$ cat config.mk
export PLATFORM = sky130hd
export DESIGN_NAME = sum_accumulator
export DESIGN_NICKNAME = d
export VERILOG_FILES = /design/src/rtl/sum_accumulator.sv
export SDC_FILE = /design/constraint.sdc
export NUM_CORES = 1
export LEC_CHECK = 0
export BUFFER_PORTS_ARGS = -buffer_cell sky130_fd_sc_hd__buf_2
export CELL_PAD_IN_SITES_DETAIL_PLACEMENT = 1
export CELL_PAD_IN_SITES_GLOBAL_PLACEMENT = 1
export CORE_UTILIZATION = 39
export DETAILED_ROUTE_END_ITERATION = 8
export PLACE_DENSITY = 0.84
export SYNTH_ARGS = -nofsm -noshare
export SYNTH_HDL_FRONTEND = slang
export SYNTH_SLANG_ARGS = --single-unit
$ cat constraint.sdc
create_clock -name clk -period 2.15 [get_ports clk]
set_input_delay 0.215 -clock clk [delete_from_list [all_inputs] [get_ports clk]]
set_output_delay 0.215 -clock clk [all_outputs]
set_load 0.05 [all_outputs]
$ cat src/rtl/sum_accumulator.sv
// ---------------------------------------------------------------------------
// sum_accumulator
//
// First clocked stage after the 4-bit ripple-carry adder. Accepts the 5-bit
// adder result {cout, s} under a valid/ready handshake. It accumulates a frame
// of COUNT results, or fewer if in_last ends the frame early. It then holds the
// frame total and a sticky overflow flag on a valid/ready output port until
// downstream takes them.
//
// Parameters
//   ACC_W  accumulator / result width in bits (>= 5)
//   COUNT  adder results per frame (>= 1)
//
// Ports
//   clk        rising-edge clock
//   rst        asynchronous, active-high reset
//   in_valid   upstream adder result valid
//   in_ready   block accepts an input this cycle
//   s, cout    adder sum bits and carry-out (operand = {cout, s})
//   in_last    accepted input is the last of the frame
//   out_valid  frame result valid
//   out_ready  downstream accepts the result
//   acc_out    frame total
//   ovf        frame total exceeded ACC_W bits (sticky per frame)
//
// Build option
//   SUM_ACC_SAT_EN  when defined, an overflowing add saturates the accumulator
//                   to all-ones instead of wrapping modulo 2^ACC_W.
// ---------------------------------------------------------------------------
module sum_accumulator #(
    parameter int ACC_W = 8,
    parameter int COUNT = 4
) (
    input  logic             clk,
    input  logic             rst,
    input  logic             in_valid,
    output logic             in_ready,
    input  logic [3:0]       s,
    input  logic             cout,
    input  logic             in_last,
    output logic             out_valid,
    input  logic             out_ready,
    output logic [ACC_W-1:0] acc_out,
    output logic             ovf
);

    localparam int CNT_W = $clog2(COUNT + 1);

    localparam logic [1:0] IDLE  = 2'd0;
    localparam logic [1:0] ACCUM = 2'd1;
    localparam logic [1:0] DONE  = 2'd2;

    logic [1:0]       state;
    logic [ACC_W-1:0] acc;
    logic [CNT_W-1:0] cnt;
    logic             ovf_q;

    logic             accept;
    logic [ACC_W:0]   sum;
    logic [ACC_W-1:0] acc_add;
    logic [CNT_W-1:0] cnt_inc;
    logic             frame_end;

    // Handshake flags are pure state decodes, so no input reaches an output
    // combinationally.
    assign in_ready  = (state == ACCUM);
    assign out_valid = (state == DONE);
    assign acc_out   = acc;
    assign ovf       = ovf_q;

    assign accept = in_valid && in_ready;

    // One extra bit on the add so the carry out of ACC_W bits is visible.
    assign sum       = {1'b0, acc} + {{(ACC_W - 4){1'b0}}, cout, s};
    assign cnt_inc   = cnt + 1'b1;
    assign frame_end = (cnt_inc == CNT_W'(COUNT)) || in_last;

`ifdef SUM_ACC_SAT_EN
    // Once saturated, any further add overflows again (or adds zero), so the
    // accumulator stays pinned at all-ones for the rest of the frame.
    assign acc_add = sum[ACC_W] ? {ACC_W{1'b1}} : sum[ACC_W-1:0];
`else
    assign acc_add = sum[ACC_W-1:0];
`endif

    // NOTE: state registers use non-blocking assignments so every flop samples
    // the pre-edge values regardless of statement order.
    always_ff @(posedge clk or posedge rst) begin
        if (rst) begin
            state <= IDLE;
            acc   <= '0;
            cnt   <= '0;
            ovf_q <= 1'b0;
        end else begin
            case (state)
                IDLE: state <= ACCUM;
                ACCUM: begin
                    if (accept) begin
                        acc <= acc_add;
                        cnt <= cnt_inc;
                        if (sum[ACC_W]) ovf_q <= 1'b1;
                        if (frame_end) state <= DONE;
                    end
                end
                DONE: begin
                    // acc/ovf are untouched here, so the result stays stable
                    // for as long as downstream stalls.
                    if (out_ready) begin
                        acc   <= '0;
                        cnt   <= '0;
                        ovf_q <= 1'b0;
                        state <= ACCUM;
                    end
                end
                default: state <= IDLE;
            endcase
        end
    end

endmodule

==> impl_results.md <==
* Critical Path Sink Type: register
* Clock-pin slew on the worst setup and hold paths at 0.09 ns
* DR iter-0 viols at 7
* RSZ-0062 raised after global routing: no
* Slew margin rel. at 63.8%
* Total GRT Usage at 17.7%
* Final Max Slew Viols at 0
* # clock sinks at 14
* Maximum VDD drop at 0.729 mV
* Num CTS Buffers at 3
* Period minus WS final at 1.88 ns
* Die Y-Extent at 47.9 um
* Placeable core area at 0.00196 mm2
* Syn_area_per_cell at 11.2 um2
* Die area at 0.00229 mm2
* Cts repair resizes at 0
* Final std cells w/o fill at 124
* Largest net degree at the start of global routing at 15
* Post-synthesis cell count at 73
* WL met2 at 983 um
* Port Buffers at 20
* Routed wire length at 1790 um
* NumNets Final at 116
* Fill count at 237
* Row count at 16
* Hold Vio Cnt, Final at 0
* Cell family with most CP delay: adder cells
* Top sig layer: met4
* Status: finished, final reports clean
* Htree depth at 1
* Max cap viols at 0
* Cell area after synthesis at 821 um2
* Placed wire-length estimate at 1410 um
* P&R area growth vs syn at 20.6%
* Slew @ Worst Pin at 0.542 ns
* # diodes at 0
* Wl on met1 at 752 um
* Initial core utilization at 41.8%
* Crit path max fanout at 3
* Fraction of registers with async set/reset at 100%
* Die width at 47.9 um
* Vias at 642
* Setup violators final at 0
* Gr ovfl total at 0
* Critical path, cell by cell: ha_1, fa_1, a211oi_1, o21bai_1, nand3_1, mux2i_1
* Final Cycle Share at 87.3%
* Via-to-Cell Ratio at 5.18
* WL/cell at 14.4 um
* Number of synthesized flops with an enable pin at 0
* DRT Pass-1 Iters at 3
* Crit path arrival time at 2.08 ns
* Pwr/cell area at 1600 mW/mm2
* Setup_tns at 0 ns
* Yosys reg bits at 14
* Hold Crit Class: in2reg
* Netlist cell types at 31
* Initial antenna violation count at 0
* Most used DFF post-synth: dfrtp_1
* I/O pin total at 21
* DRC Markers at 0
* Delay of the slowest cell on the worst path at 0.42 ns
* First-pass GRT wire length at 2760 um
* Final Skew at 0.00181 ns
* Max Root-Sink Buffers at 2
* Antenna-violating nets left at 0
* CTS tree: done
* Required time of the critical path at 2.36 ns
* Routability cong. at 0.815
* Worst-Skew Late Latency at 0.27 ns
* Share of layout cells above drive strength 1 at 33.0%
* Dpl cells at 119
* Path type of the worst setup path: reg2reg
* Register area share after synthesis at 42.7%
* Clock Root Buffer: clkbuf_4
* Worst path slowest cell: fa_1
* Net Count, Synth at 91
* Vias in the first global route at 630
* Max Fclk at 533 MHz
* Lkg Pwr at 0.532 nW
* Wire length on met3 at 41 um
* Buf/Inv on CP at 0
* Critical Path Start Type: register
* Synth warn at 0
area by class of cell:
| type | instances | area [um2] | share of cell area, % |
|---|---|---|---|
| Clock buffer | 4 | 36.3 | 3.67 |
| Inverter | 2 | 7.51 | 0.759 |
| Multi-Input combinational cell | 56 | 452 | 45.6 |
| Tap cell | 27 | 33.8 | 3.41 |
| Timing Repair Buffer | 21 | 110 | 11.1 |
| Sequential cell | 14 | 350 | 35.4 |
cells in the mapped netlist, types with 2 or more instances:
master,n,area [um2]
mux2i_1,3,30.0
nor2_1,2,7.51
o21ai_0,3,15.0
inv_1,2,7.51
xor2_1,2,17.5
nand3_1,2,10.0
dfrtp_1,14,350
ha_1,7,87.6
nand2b_1,2,12.5
a22o_1,5,43.8
a211oi_1,2,15.0
a21o_1,3,22.5
a21oi_1,3,15.0
nand2_1,6,22.5
cell families (layout without fill, tap and decap cells):
group / after synthesis / after routing / share of synthesized area (%)
compound gates: 23 / 23 / 20.1
xor+xnor: 3 / 3 / 3.20
fa+ha+maj: 8 / 8 / 13.1
buf+inv: 3 / 27 / 2.29
flops: 14 / 14 / 42.7
mux: 4 / 4 / 5.03
simple gates: 18 / 18 / 13.6
cells in the final DEF, fill, tap and decap left out, types with 3 or more instances in the layout:
| cell | count |
|---|---|
| mux2i_1 | 3 |
| dfrtp_1 | 14 |
| ha_1 | 7 |
| nand2_1 | 6 |
| buf_2 | 20 |
| a21o_1 | 3 |
| a22o_1 | 5 |
| a21oi_1 | 3 |
| o21ai_0 | 3 |
| clkbuf_4 | 3 |
metrics by stage:
step	hold slack (ns)	area [um2]	utilization [%]	worst slack [ns]	power, mW
final	0.166	990	50.4	0.274	1.58
after global routing	0.175	990	50.4	0.140	1.71
after CTS	0.157	990	50.4	0.292	1.60
after detailed placement	0.291	943	48.1	0.319	1.40
after global placement	0.289	943	48.1	0.361	1.36
after floorplan	0.104	821	-	0.147	1.19
report_power, final:
group | switching, mW | total [mW] | internal [mW]
registers | 0.109 | 0.487 | 0.378
logic | 0.592 | 0.906 | 0.313
clock network | 0.0872 | 0.190 | 0.103
what timing repair did:
item,in CTS,in global routing
setup buffers,0,0
setup endpoints to repair,0,0
endpoints found under the hold margin,14,0
hold buffers,1,0
state kept, by name (all words and copies together) (netlist names):
register / count
acc_out: 8
cnt: 3
state: 2
ovf: 1
per-layer routing:
metal | vias up | global-route usage [%]
met4 | 0 | 6.67
met3 | 2 | 3.02
li1 | 320 | -
met5 | - | 0
met1 | 309 | 21.6
met2 | 11 | 30.8
path summary, 6_finish.rpt:
check | cells after the start | slack (ns) | end | from
max | 6 | 0.27 | acc_out[6] | acc_out[0]
min | 2 | 0.17 | state[1] | out_ready
max reg2reg | 6 | 0.27 | acc_out[6] | acc_out[0]
min reg2reg | 1 | 0.52 | acc_out[6] | acc_out[6]
max in group asynchronous | 3 | 1.28 | acc_out[4] | rst
min in group asynchronous | 3 | 0.52 | state[1] | rst
No activity file was read; power rests on OpenSTA's default activity.
